===== src/rtl/image_resize_pkg.sv =====
// -----------------------------------------------------------------------------
// image_resize_pkg
//   Shared definitions for the bilinear resize blender:
//   - channel-index to bit-range helpers for packed pixels (channel 0 in LSBs)
//   - unity weight (2^WT_FRAC) and round-to-nearest offset constants
//   - pipeline occupancy record used by the blender control
// -----------------------------------------------------------------------------
package image_resize_pkg;

  // Occupancy of the two register stages of the blender.
  typedef struct packed {
    logic s1_valid;
    logic s2_valid;
  } pipe_occ_t;

  // Lowest bit index of channel ch in a pixel of ch_w-bit channels.
  function automatic int ch_lsb(input int ch, input int ch_w);
    return ch * ch_w;
  endfunction

  // Highest bit index of channel ch in a pixel of ch_w-bit channels.
  function automatic int ch_msb(input int ch, input int ch_w);
    return (ch + 1) * ch_w - 1;
  endfunction

  // Weight value that represents 1.0 with frac fractional bits.
  function automatic longint unsigned unity_weight(input int frac);
    return 64'd1 << frac;
  endfunction

  // Half an LSB of the output in weight-fraction units; zero when truncating.
  function automatic longint unsigned round_offset(input int frac, input bit round_en);
    if (!round_en || frac < 1) begin
      return 64'd0;
    end
    return 64'd1 << (frac - 1);
  endfunction

endpackage


===== src/rtl/image_resize_blend_lane.sv =====
// -----------------------------------------------------------------------------
// image_resize_blend_lane
//   One colour channel of the two-tap blender:
//     S1: p0 = d0*w0, p1 = d1*w1 (registered)
//     S2: q = (p0 + p1 + round) >> WT_FRAC, clamped to 2^CH_W-1 with a flag
//   Stage loading is controlled entirely by the parent; the lane holds its
//   registers whenever its load strobe is low.
// Ports:
//   clk, reset_n        clock, asynchronous active-low reset
//   load1_i             capture new products into S1
//   load2_i             capture the blended result into S2
//   d0_i, d1_i          channel value of neighbour pixel 0 / 1
//   w0_i, w1_i          unsigned weights (WT_FRAC fractional bits)
//   data_o, sat_o       registered blended channel and saturation flag
// -----------------------------------------------------------------------------
module image_resize_blend_lane
  import image_resize_pkg::*;
#(
  parameter int CH_W     = 8,
  parameter int WT_W     = 9,
  parameter int WT_FRAC  = 8,
  parameter int ROUND_EN = 1
) (
  input  logic            clk,
  input  logic            reset_n,
  input  logic            load1_i,
  input  logic            load2_i,
  input  logic [CH_W-1:0] d0_i,
  input  logic [CH_W-1:0] d1_i,
  input  logic [WT_W-1:0] w0_i,
  input  logic [WT_W-1:0] w1_i,
  output logic [CH_W-1:0] data_o,
  output logic            sat_o
);

  localparam int PW = CH_W + WT_W;  // product width
  localparam int SW = PW + 1;       // sum of two products
  localparam int RW = SW + 1;       // sum plus rounding term, never overflows

  localparam logic [RW-1:0] ROUND_OFS = RW'(round_offset(WT_FRAC, ROUND_EN != 0));

  logic [PW-1:0]   p0_q, p0_d;
  logic [PW-1:0]   p1_q, p1_d;
  logic [SW-1:0]   sum;
  logic [RW-1:0]   rnd;
  logic [RW-1:0]   q;
  logic [CH_W-1:0] data_q, data_d;
  logic            sat_q, sat_d;

  always_comb begin
    p0_d = p0_q;
    p1_d = p1_q;
    if (load1_i) begin
      p0_d = PW'(d0_i) * PW'(w0_i);
      p1_d = PW'(d1_i) * PW'(w1_i);
    end
  end

  always_comb begin
    sum    = {1'b0, p0_q} + {1'b0, p1_q};
    rnd    = {1'b0, sum} + ROUND_OFS;
    q      = rnd >> WT_FRAC;
    data_d = data_q;
    sat_d  = sat_q;
    if (load2_i) begin
      // Any bit above the channel width means the value exceeds full scale.
      sat_d  = |q[RW-1:CH_W];
      data_d = sat_d ? {CH_W{1'b1}} : q[CH_W-1:0];
    end
  end

  always_ff @(posedge clk or negedge reset_n) begin
    if (!reset_n) begin
      p0_q   <= '0;
      p1_q   <= '0;
      data_q <= '0;
      sat_q  <= 1'b0;
    end else begin
      p0_q   <= p0_d;
      p1_q   <= p1_d;
      data_q <= data_d;
      sat_q  <= sat_d;
    end
  end

  assign data_o = data_q;
  assign sat_o  = sat_q;

endmodule


===== src/rtl/image_resize_bilinear_blend_pipe.sv =====
// -----------------------------------------------------------------------------
// image_resize_bilinear_blend_pipe
//   Two-stage, full-throughput weighted blender:
//     data_o[ch] = sat((d0[ch]*w0 + d1[ch]*w1 [+ half]) >> WT_FRAC)
//   with valid/ready on both sides. The per-channel arithmetic lives in
//   image_resize_blend_lane; this level owns the shared handshake and
//   stage-valid bookkeeping. WT_FRAC must satisfy 1 <= WT_FRAC <= WT_W.
// Ports:
//   clk, reset_n         clock, asynchronous active-low reset
//   valid_i / ready_o    input beat handshake (ready_o is combinational
//                        from ready_i so a full pipe can push and pop
//                        on the same edge)
//   data0_i, data1_i     neighbour pixels, CH_NUM channels of CH_W bits
//   weight0_i/weight1_i  weights for data0_i / data1_i
//   valid_o / ready_i    output beat handshake
//   data_o, sat_o        blended pixel and per-channel saturation flags
// -----------------------------------------------------------------------------
module image_resize_bilinear_blend_pipe
  import image_resize_pkg::*;
#(
  parameter int CH_NUM   = 3,
  parameter int CH_W     = 8,
  parameter int WT_W     = 9,
  parameter int WT_FRAC  = 8,
  parameter int ROUND_EN = 1
) (
  input  logic                   clk,
  input  logic                   reset_n,
  input  logic                   valid_i,
  output logic                   ready_o,
  input  logic [CH_NUM*CH_W-1:0] data0_i,
  input  logic [CH_NUM*CH_W-1:0] data1_i,
  input  logic [WT_W-1:0]        weight0_i,
  input  logic [WT_W-1:0]        weight1_i,
  output logic                   valid_o,
  input  logic                   ready_i,
  output logic [CH_NUM*CH_W-1:0] data_o,
  output logic [CH_NUM-1:0]      sat_o
);

  pipe_occ_t occ_q, occ_d;
  logic      adv1;
  logic      adv2;
  logic      load1;
  logic      load2;

  // A stage may advance when it is empty or the stage after it advances.
  // S1 only captures real input beats, so idle cycles never disturb the
  // stored products; S2 only captures when S1 holds a beat.
  always_comb begin
    adv2  = !occ_q.s2_valid || ready_i;
    adv1  = !occ_q.s1_valid || adv2;
    load1 = adv1 && valid_i;
    load2 = adv2 && occ_q.s1_valid;
    occ_d = occ_q;
    if (adv1) begin
      occ_d.s1_valid = valid_i;
    end
    if (adv2) begin
      occ_d.s2_valid = occ_q.s1_valid;
    end
  end

  always_ff @(posedge clk or negedge reset_n) begin
    if (!reset_n) begin
      occ_q <= '0;
    end else begin
      occ_q <= occ_d;
    end
  end

  assign ready_o = adv1;
  assign valid_o = occ_q.s2_valid;

  generate
    for (genvar gi = 0; gi < CH_NUM; gi++) begin : g_lane
      logic [CH_W-1:0] lane_data;
      logic            lane_sat;

      image_resize_blend_lane #(
        .CH_W     (CH_W),
        .WT_W     (WT_W),
        .WT_FRAC  (WT_FRAC),
        .ROUND_EN (ROUND_EN)
      ) u_lane (
        .clk     (clk),
        .reset_n (reset_n),
        .load1_i (load1),
        .load2_i (load2),
        .d0_i    (data0_i[ch_lsb(gi, CH_W) +: CH_W]),
        .d1_i    (data1_i[ch_lsb(gi, CH_W) +: CH_W]),
        .w0_i    (weight0_i),
        .w1_i    (weight1_i),
        .data_o  (lane_data),
        .sat_o   (lane_sat)
      );

      assign data_o[ch_lsb(gi, CH_W) +: CH_W] = lane_data;
      assign sat_o[gi]                        = lane_sat;
    end
  endgenerate

endmodule


===== config.mk =====
export PLATFORM = sky130hd
export DESIGN_NAME = image_resize_bilinear_blend_pipe
export DESIGN_NICKNAME = d
export VERILOG_FILES = /design/src/rtl/image_resize_pkg.sv /design/src/rtl/image_resize_blend_lane.sv /design/src/rtl/image_resize_bilinear_blend_pipe.sv
export SDC_FILE = /design/constraint.sdc
export NUM_CORES = 1
export LEC_CHECK = 0
export ABC_CLOCK_PERIOD_IN_PS = 5150
export BUFFER_PORTS_ARGS = -buffer_cell sky130_fd_sc_hd__buf_2
export CAP_MARGIN = 20
export CORE_MARGIN = 4
export CORE_UTILIZATION = 35
export CTS_CLUSTER_DIAMETER = 200
export DETAILED_ROUTE_END_ITERATION = 6
export PLACE_DENSITY_LB_ADDON = 0.1
export SLEW_MARGIN = 20
export SYNTH_ARGS = -nofsm -noshare
export SYNTH_HDL_FRONTEND = slang
export SYNTH_SLANG_ARGS = --single-unit

===== constraint.sdc =====
create_clock -name clk -period 5.15 [get_ports clk]
set_input_delay 1.03 -clock clk [delete_from_list [all_inputs] [get_ports clk]]
set_output_delay 1.03 -clock clk [all_outputs]
set_load 0.01 [all_outputs]

==> summary.md, run 1 <==
| Metric | Value |
|---|---|
| Status | `complete, no violations` |
| WP data arrival | `5090 ps` |
| Synth Flop Type | `dfrtp_1` |
| CP startpoint kind | `primary input` |
| Initial core utilization | `35.4%` |
| Clock latency on the worst-skew pair | `430 ps` |
| Hold EP | `g_lane[2].u_lane.p0_q[7]` |
| DR WL/cell | `14.6 um` |
| Maxcap violations | `0` |
| P_leak | `12.1 nW` |
| Cell Rows | `88` |
| CTS Buf Count | `17` |
| Final hold vios | `0` |
| Most common cell after layout, fill and taps aside | `and2_1` |
| Layout area overhead | `14.1%` |
| Clock period minus worst slack | `4820 ps` |
| Most frequent cells in the layout | `and2_1, inv_1, ha_1` |
| Worst vdd rail ir drop | `0.284 mV` |
| CTS root buffer | `clkbuf_16` |
| Critical Path Source | `weight1_i[4]` |
| Unique masters post-synth | `64` |
| Power Total | `10.3 mW` |
| Crit end category | `flop` |
| TritonRoute pass-1 iters | `4` |
| Remaining global-route overflow | `0` |
| Final Max Tran Viols | `0` |
| DRT iter0 DRCs | `412` |
| First-pass GRT wire length | `82200 um` |
| Post-Syn Nets | `2881` |
| Final period util | `93.5%` |
| Proportion of layout cells with a drive suffix above 1 | `12.5%` |
| Cell area after layout | `23400 um^2` |
| Hold Path Depth | `2` |
| Nets | `3073` |
| CTS HTree Levels | `4` |
| Global placement routability congestion | `0.792` |
| DR vias/cell | `4.73` |
| Ys async rst share | `100%` |
| Boundary Pins | `99` |
| Die area | `62600 um^2` |
| Actual slew at the worst max-slew pin | `788 ps` |
| Placed cell areas | `22800 um^2` |
| Number of buffers added on ports | `98` |
| Antenna violations before repair | `0` |
| Reg2Reg Setup Slack | `2180 ps` |
| Setup violators final | `0` |
| Hpwl dp | `40100 um` |
| CP Class | `in2reg` |
| Post-synth EDFFs | `0` |
| Mean Syn Cell Area | `9.15 um^2` |
| Worst endpoint required time | `5420 ps` |
| Largest net degree at the start of global routing | `96` |
| CTS tree | `built` |
| Seq/Total Area, Yosys | `16.0%` |
| Worst hold start | `g_lane[2].u_lane.p0_q[7]` |
| Routed WL | `47100 um` |
| Vias | `15200` |
| R2r endpoint | `g_lane[2].u_lane.data_o[4]` |
| Post-Synthesis Cells | `2244` |
| Post-route antenna net violation count | `0` |
| Max frequency | `0.208 GHz` |
| Layout Skew | `9.25 ps` |
| Chip width | `250 um` |
| PwrDens | `438 nW/um^2` |
| CTS Buffer Depth | `2` |
| CTS clk-pin slew, worst paths | `60 ps` |
| TritonCTS Sinks | `131` |
| Crit Path Max Fanout | `10` |
| Yosys Warn Count | `0` |
| Reg2Reg Depth | `10` |
| Slew margin rel. | `47.5%` |
| RSZ-0062 raised after global routing | `no` |
| Reg2reg start | `g_lane[2].u_lane.p1_q[3]` |
| Synth Register Bits | `131` |
| Core area | `57900 um^2` |
| Worst min path class | `reg2reg` |
| Residual DRC | `0` |
| Mapped Area | `20500 um^2` |
| Die H | `250 um` |
| Overall global routing resource usage | `15.7%` |
| Filler cells | `5976` |
| Number of global-route vias before repair | `16600` |
## final cells by class
class / instances / area, um^2 / share of cell area [%]
antenna: 1 / 2.50 / 0.0107
clock buffer: 18 / 439 / 1.88
clock inverter: 14 / 151 / 0.646
inverter: 359 / 1350 / 5.75
multi-input combinational: 1692 / 15700 / 66.9
sequential: 131 / 3280 / 14.0
tap: 765 / 957 / 4.09
timing repair buffer: 235 / 1580 / 6.73
## stage by stage
stage                     setup WS (ps)  util, %  hold WS, ps  instances  TNS [ps]
final                               333     40.4          483       3215         0
after global routing               51.8     40.4          510       3214         0
after CTS                           267     40.4          486       3214         0
after detailed placement           -189     39.4          471       3182     -1460
after global placement             -194     39.4          467       3182      -956
after floorplan                    88.8        -          449       2244         0
## layer usage
metal	track usage, %	wire, um	part of all wire [%]	up-vias
met1	19.7	20800	44	7539
met2	29.6	25000	53	92
met5	0	0	0	-
met4	2.31	370	0.79	0
met3	2.06	883	1.9	19
li1	-	-	-	7560
## critical path, cell delays in order
cell	delay, ps
buf_2	180
buf_4	210
nand2_1	90
fa_1	490
fa_1	550
inv_1	60
fa_1	470
inv_1	50
fa_1	470
inv_1	40
ha_1	300
a211oi_1	320
o311ai_2	190
a21boi_0	240
o21bai_1	100
xnor2_1	210
o21ai_0	110
## cell families after synthesis
logic type | count (synthesis) | share of synthesized area, %
fa+ha+maj | 567 | 43.8
simple gates | 732 | 19.1
mux | 20 | 1.09
flops | 131 | 16.0
compound gates | 289 | 8.76
buf+inv | 421 | 7.75
xor+xnor | 84 | 3.58
## flip-flops by register name, indices dropped and copies added, names as in the netlist
register              cells
g_lane.u_lane.sat_o       3
g_lane.u_lane.p1_q       51
occ_q                     1
valid_o                   1
g_lane.u_lane.data_o     24
g_lane.u_lane.p0_q       51
## cells in the mapped netlist (all sizes together), types with 16 or more instances
| cell type | count | area [um^2] |
|---|---|---|
| a21oi | 68 | 348 |
| nor2 | 60 | 225 |
| o22a | 16 | 140 |
| inv | 359 | 1350 |
| xnor2 | 40 | 350 |
| nor3 | 29 | 155 |
| and2 | 360 | 2250 |
| nand3 | 16 | 80.1 |
| xor2 | 44 | 385 |
| mux2 | 19 | 214 |
| o21ai | 118 | 591 |
| clkbuf | 56 | 210 |
| fa | 252 | 5040 |
| ha | 315 | 3940 |
| dfrtp | 131 | 3280 |
| nand2 | 206 | 776 |
## report_power, final
group | switching (mW) | internal [mW] | total, mW
Clock | 0.488 | 0.729 | 1.22
Sequential | 0.313 | 1.48 | 1.79
Combinational | 3.79 | 3.45 | 7.24
## worst max path at each step
stage	to	slack (ps)	cells past startpoint
after floorplan	g_lane[0].u_lane.p1_q[16]	90	17
after global placement	g_lane[2].u_lane.p1_q[16]	-190	17
after detailed placement	g_lane[2].u_lane.p1_q[16]	-190	17
after CTS	g_lane[2].u_lane.p1_q[16]	270	17
after global routing	g_lane[1].u_lane.p1_q[16]	50	17
final	g_lane[2].u_lane.p1_q[16]	330	17
## what timing repair did
item                                   CTS  global route
setup endpoints to repair                0             1
endpoints found under the hold margin    0             0
hold buffers                             0             0
setup buffers                            0             0
gates resized for setup                  0             1
No activity file was read; power rests on OpenSTA's default activity.
==> run 2, diff against run 1 <==
- PLACE_DENSITY_LB_ADDON: 0.1 -> default
==> run 2 against run 1 <==
  * Combinational power is 1% lower
  * Power fell by 1.1%
  * Cell count decreased by 1.2%
  * Cell area is 1.1% lower
  * Clock power barely moved
  * Die area is the same
  * Clock-buffer cell count up 5
  * Critical path depth is 1 higher
  * Routed wire length up 0.29%
  * Flip-flop and latch count unchanged
  * Worst hold slack worse by 1.4 ps
  * Clock skew hardly changed
==> summary.md, run 2 (synthesized netlist as in run 1, its figures left out) <==
| Metric | Value |
|---|---|
| Status | `complete, no violations (unchanged)` |
| Cell area after layout | `23200 um^2 (was 23400 um^2)` |
| Worst min path class | `reg2reg (unchanged)` |
| Cell Rows | `88 (unchanged)` |
| Clock period minus worst slack | `4830 ps (was 4820 ps)` |
| Total negative slack | `0 ps (unchanged)` |
| CTS root buffer | `clkbuf_16 (unchanged)` |
| DR WL/cell | `14.9 um (was 14.6 um)` |
| Setup violators final | `0 (unchanged)` |
| Worst vdd rail ir drop | `0.246 mV (was 0.284 mV)` |
| Routed WL | `47200 um (was 47100 um)` |
| WP data arrival | `5100 ps (was 5090 ps)` |
| Worst endpoint required time | `5420 ps (about the same)` |
| Chip width | `250 um (unchanged)` |
| Crit Path Max Fanout | `10 (unchanged)` |
| Hold Path Depth | `2 (unchanged)` |
| Cts hold-fix bufs | `0 (unchanged)` |
| Layout Skew | `9.18 ps (was 9.25 ps)` |
| Number of global-route vias before repair | `17000 (was 16600)` |
| Reg2Reg Depth | `11 (was 10)` |
| CP startpoint kind | `primary input (unchanged)` |
| Global placement routability congestion | `0.856 (was 0.792)` |
| PwrDens | `438 nW/um^2 (about the same)` |
| Nets | `3039 (was 3073)` |
| Hpwl dp | `39800 um (was 40100 um)` |
| Final Util | `40.0% (was 40.4%)` |
| Reg2Reg Setup Slack | `2210 ps (was 2180 ps)` |
| Most frequent cells in the layout | `and2_1, inv_1, ha_1 (unchanged)` |
| Total setup buffers inserted after CTS | `0 (unchanged)` |
| Die area | `62600 um^2 (unchanged)` |
| Proportion of layout cells with a drive suffix above 1 | `10.9% (was 12.5%)` |
| Core area | `57900 um^2 (unchanged)` |
| CTS Buf Count | `17 (unchanged)` |
| Slew margin rel. | `36.7% (was 47.5%)` |
| Remaining global-route overflow | `0 (unchanged)` |
| CTS HTree Levels | `4 (unchanged)` |
| Antenna violations before repair | `2 (was 0)` |
| Boundary Pins | `99 (unchanged)` |
| DR vias/cell | `4.83 (was 4.73)` |
| TritonCTS Sinks | `131 (unchanged)` |
| Hold Slack | `481 ps (was 483 ps)` |
| CP Class | `in2reg (unchanged)` |
| Die H | `250 um (unchanged)` |
| TritonRoute pass-1 iters | `5 (was 4)` |
| Final hold vios | `0 (unchanged)` |
| Post-route antenna net violation count | `0 (unchanged)` |
| Maxcap violations | `0 (unchanged)` |
| Final period util | `93.8% (was 93.5%)` |
| CTS Buffer Depth | `2 (unchanged)` |
| Residual DRC | `0 (unchanged)` |
| Number of buffers added on ports | `98 (unchanged)` |
| DRT iter0 DRCs | `574 (was 412)` |
| Reg2reg start | `g_lane[2].u_lane.p1_q[3] (unchanged)` |
| Layout area overhead | `12.8% (was 14.1%)` |
| Placed cell areas | `22600 um^2 (was 22800 um^2)` |
| Hold EP | `g_lane[0].u_lane.p0_q[7] (was g_lane[2].u_lane.p0_q[7])` |
| Overall global routing resource usage | `15.5% (was 15.7%)` |
| Crit end category | `flop (unchanged)` |
| Max frequency | `0.207 GHz (was 0.208 GHz)` |
| Largest net degree at the start of global routing | `102 (was 96)` |
| CTS clk-pin slew, worst paths | `50 ps (was 60 ps)` |
| Vias | `15400 (was 15200)` |
| Initial core utilization | `35.4% (unchanged)` |
| RSZ-0062 raised after global routing | `no (unchanged)` |
| Most common cell after layout, fill and taps aside | `and2_1 (unchanged)` |
| Worst hold start | `g_lane[0].u_lane.p0_q[7] (was g_lane[2].u_lane.p0_q[7])` |
| P_leak | `11.9 nW (was 12.1 nW)` |
| Actual slew at the worst max-slew pin | `950 ps (was 788 ps)` |
| Final Max Tran Viols | `0 (unchanged)` |
| R2r endpoint | `g_lane[2].u_lane.data_o[5] (was g_lane[2].u_lane.data_o[4])` |
| Clock latency on the worst-skew pair | `420 ps (was 430 ps)` |
| CTS tree | `built (unchanged)` |
| # resized after CTS | `0 (unchanged)` |
| First-pass GRT wire length | `81100 um (was 82200 um)` |
[run 2: cell types whose count changed in the layout (fill, tap and decap cells not counted), sizes merged]
cell / previous run / this run
clkinv: 6 / 3
bufinv: 2 / 3
clkbuf: 18 / 23
buf: 235 / 201
clkinvlp: 2 / 0
inv: 363 / 359
[run 2: power breakdown]
group          switching [mW]  leakage [nW]  internal (mW)
clock                   0.426         0.283          0.775
sequential              0.306          1.58           1.48
combinational            3.84          10.1           3.31
[run 2: layer usage]
metal	part of all wire, %	GRT usage, %	vias up
met2	54	29.9	183
met5	0.028	0	-
li1	-	-	7479
met1	41	18.1	7638
met3	3.1	2.70	53
met4	1.6	2.95	2
[run 2: cell type report]
cell class | instances | area (um^2)
fill | 5836 | 34800
multi-input combinational | 1692 | 15700
sequential | 131 | 3280
inverter | 359 | 1350
timing repair buffer | 201 | 1330
tap | 765 | 957
clock buffer | 23 | 468
clock inverter | 6 | 105
antenna | 1 | 2.50
[run 2: worst max path at each step]
stage	from	to	slack [ps]	cells after the start
after detailed placement	weight0_i[6]	g_lane[1].u_lane.p0_q[16]	-110	17
after global routing	weight0_i[2]	g_lane[2].u_lane.p0_q[16]	100	19
final	weight0_i[3]	g_lane[1].u_lane.p0_q[16]	320	18
after global placement	weight0_i[6]	g_lane[1].u_lane.p0_q[16]	-60	17
after CTS	weight0_i[6]	g_lane[1].u_lane.p0_q[16]	340	17
after floorplan	weight1_i[5]	g_lane[0].u_lane.p1_q[16]	90	17
[run 2: through the flow]
stage / worst slack (ps) / total power, mW / instances
floorplan: 88.8 / 6.90 / 2244
global placement: -56.2 / 8.87 / 3148
CTS: 339 / 10.3 / 3177
detailed placement: -106 / 9.03 / 3148
global route: 102 / 11.4 / 3177
finish: 317 / 10.1 / 3178
[run 2: critical path, stage by stage]
cell and delay, ps:
buf_2 190, buf_4 200, buf_4 140, and2_1 160, fa_1 510, fa_1 440, fa_1 490, inv_1 50
fa_1 520, inv_1 60, ha_1 280, and3_1 180, a21oi_1 110, o21ai_1 110, o211ai_1 270, o21ai_1 130
xnor2_1 160, o21ai_0 90
==> run 3, diff against run 2 <==
- ABC_CLOCK_PERIOD_IN_PS: 5150 -> 4900
- clock period: 5.15 -> 4.9 ns (I/O delays scaled with it)
==> run 3 against run 2 <==
  * Global-route usage about the same
  * Cell area grew 3.6%
  * Clock-buffer cell count down 4
  * Cell count grew 3.1%
  * Sequential share of layout area down 0.50 points
  * Clock power increased by 17%
  * First-iteration DRC count fell by 11%
  * Clock skew fell by 3.0 ps
  * Combinational power increased by 11%
  * Non-clock buffer count up 97
  * Largest cell class unchanged
==> summary.md, run 3 (synthesized netlist as in run 1, its figures left out) <==
| Metric | Value |
|---|---|
| Cell Rows | `88 (unchanged)` |
| CTS root buffer | `clkbuf_16 (unchanged)` |
| Largest net degree at the start of global routing | `94 (was 102)` |
| CP Class | `in2reg (unchanged)` |
| Boundary Pins | `99 (unchanged)` |
| DR vias/cell | `4.82 (was 4.83)` |
| WP data arrival | `5020 ps (was 5100 ps)` |
| TritonRoute pass-1 iters | `4 (was 5)` |
| Most common cell after layout, fill and taps aside | `and2_1 (unchanged)` |
| First-pass GRT wire length | `82000 um (was 81100 um)` |
| Final period util | `95.6%` |
| CTS HTree Levels | `4 (unchanged)` |
| PwrDens | `470 nW/um^2 (was 438 nW/um^2)` |
| TritonCTS Sinks | `131 (unchanged)` |
| Proportion of layout cells with a drive suffix above 1 | `14.9% (was 10.9%)` |
| CTS tree | `built (unchanged)` |
| CTS Buf Count | `17 (unchanged)` |
| Reg2Reg Setup Slack | `1960 ps (was 2210 ps)` |
| Worst vdd rail ir drop | `0.252 mV (was 0.246 mV)` |
| Worst endpoint required time | `5230 ps (was 5420 ps)` |
| Crit Path Max Fanout | `11 (was 10)` |
| Die area | `62600 um^2 (unchanged)` |
| Total negative slack | `0 ps (unchanged)` |
| RSZ-0062 raised after global routing | `yes (was no)` |
| Worst min path class | `reg2reg (unchanged)` |
| DR WL/cell | `14.5 um (was 14.9 um)` |
| Routed WL | `47400 um (was 47200 um)` |
| Clock latency on the worst-skew pair | `430 ps (was 420 ps)` |
| Die H | `250 um (unchanged)` |
| CP startpoint kind | `primary input (unchanged)` |
| Vias | `15800 (was 15400)` |
| P_leak | `12.4 nW (was 11.9 nW)` |
| Max frequency | `0.213 GHz` |
| Global placement routability congestion | `0.859 (was 0.856)` |
| Initial core utilization | `35.4% (unchanged)` |
| Final hold vios | `0 (unchanged)` |
| CTS clk-pin slew, worst paths | `60 ps (was 50 ps)` |
| Filler cells | `5752 (was 5836)` |
| Inserted Diodes | `0 (was 1)` |
| Layout area overhead | `16.9% (was 12.8%)` |
| Status | `complete, no violations (unchanged)` |
| Post-route antenna net violation count | `0 (unchanged)` |
| Antenna violations before repair | `1 (was 2)` |
| Final Max Tran Viols | `0 (unchanged)` |
| CTS Buffer Depth | `2 (unchanged)` |
| Final Util | `41.4% (was 40.0%)` |
| Nets | `3136 (was 3039)` |
| Most frequent cells in the layout | `and2_1, inv_1, ha_1 (unchanged)` |
| Chip width | `250 um (unchanged)` |
| Slew margin rel. | `39.6% (was 36.7%)` |
| Crit end category | `flop (unchanged)` |
| Layout Skew | `6.13 ps (was 9.18 ps)` |
| Number of buffers added on ports | `98 (unchanged)` |
| Clock period minus worst slack | `4690 ps` |
| Setup violators final | `0 (unchanged)` |
| Actual slew at the worst max-slew pin | `907 ps (was 950 ps)` |
| Core area | `57900 um^2 (unchanged)` |
| Number of global-route vias before repair | `17400 (was 17000)` |
| Overall global routing resource usage | `15.5% (about the same)` |
| Maxcap violations | `0 (unchanged)` |
| Remaining global-route overflow | `0 (unchanged)` |
| Hpwl dp | `40600 um (was 39800 um)` |
| DRT iter0 DRCs | `512 (was 574)` |
| Residual DRC | `0 (unchanged)` |
## run 3: where the power goes
group	total, mW	internal [mW]	switching (mW)
clock	1.40	0.914	0.490
sequential	1.89	1.56	0.332
combinational	7.98	3.82	4.16
total	11.3	6.29	4.99
## run 3: worst max-delay path, cell delays in order
cell      delay [ps]
clkbuf_4         180
buf_4            190
and2_1           150
fa_1             530
fa_1             430
fa_1             490
inv_1             50
fa_1             470
inv_1             40
ha_1             310
a21oi_2          140
o21ai_1          100
a211oi_2         320
o211ai_1         120
a31oi_1          210
nor3_1            70
a211oi_1         230
## run 3: layer usage
layer | GRT usage (%) | vias up | wire length, um
met2 | 30.0 | 205 | 25700
li1 | - | 7671 | -
met1 | 17.8 | 7827 | 19400
met5 | 0 | - | 13
met4 | 4.14 | 2 | 958
met3 | 2.21 | 77 | 1320
## run 3: final cells by class
class,count,area [um^2],share of cell area (%)
clock inverters,13,208,0.866
flip-flops and latches,131,3280,13.7
well taps,765,957,3.99
repair buffers,298,2060,8.58
multi-input cells,1692,15700,65.4
clock buffers,19,443,1.85
inverters,359,1350,5.62
## run 3: stage by stage
stage	instances	power [mW]	setup WS [ps]	area, um^2	hold slack [ps]
6_report	3277	11.3	215	24000	482
5_1_grt	3277	12.6	-46.0	24000	510
4_1_cts	3276	11.4	119	23900	487
3_5_place_dp	3244	9.92	-351	23300	475
3_3_place_gp	3244	9.72	-226	23300	464
2_1_floorplan	2244	7.26	3.59	20500	449
## run 3: final timing paths
check                                         start  cells after the start                    endpoint
setup / recovery                       weight1_i[2]                     17   g_lane[1].u_lane.p1_q[16]
hold / removal             g_lane[2].u_lane.p1_q[7]                      2    g_lane[2].u_lane.p1_q[7]
setup reg to reg           g_lane[2].u_lane.p1_q[3]                     11  g_lane[2].u_lane.data_o[1]
hold reg to reg            g_lane[2].u_lane.p1_q[7]                      2    g_lane[2].u_lane.p1_q[7]
max in group asynchronous                   reset_n                      2    g_lane[2].u_lane.p1_q[9]
min in group asynchronous                   reset_n                      1   g_lane[1].u_lane.p1_q[15]
## run 3: what timing repair did
action	CTS	global route
resized for setup	0	21
hold buffers	0	0
endpoints found under the setup margin	0	15
buffers inserted	0	1
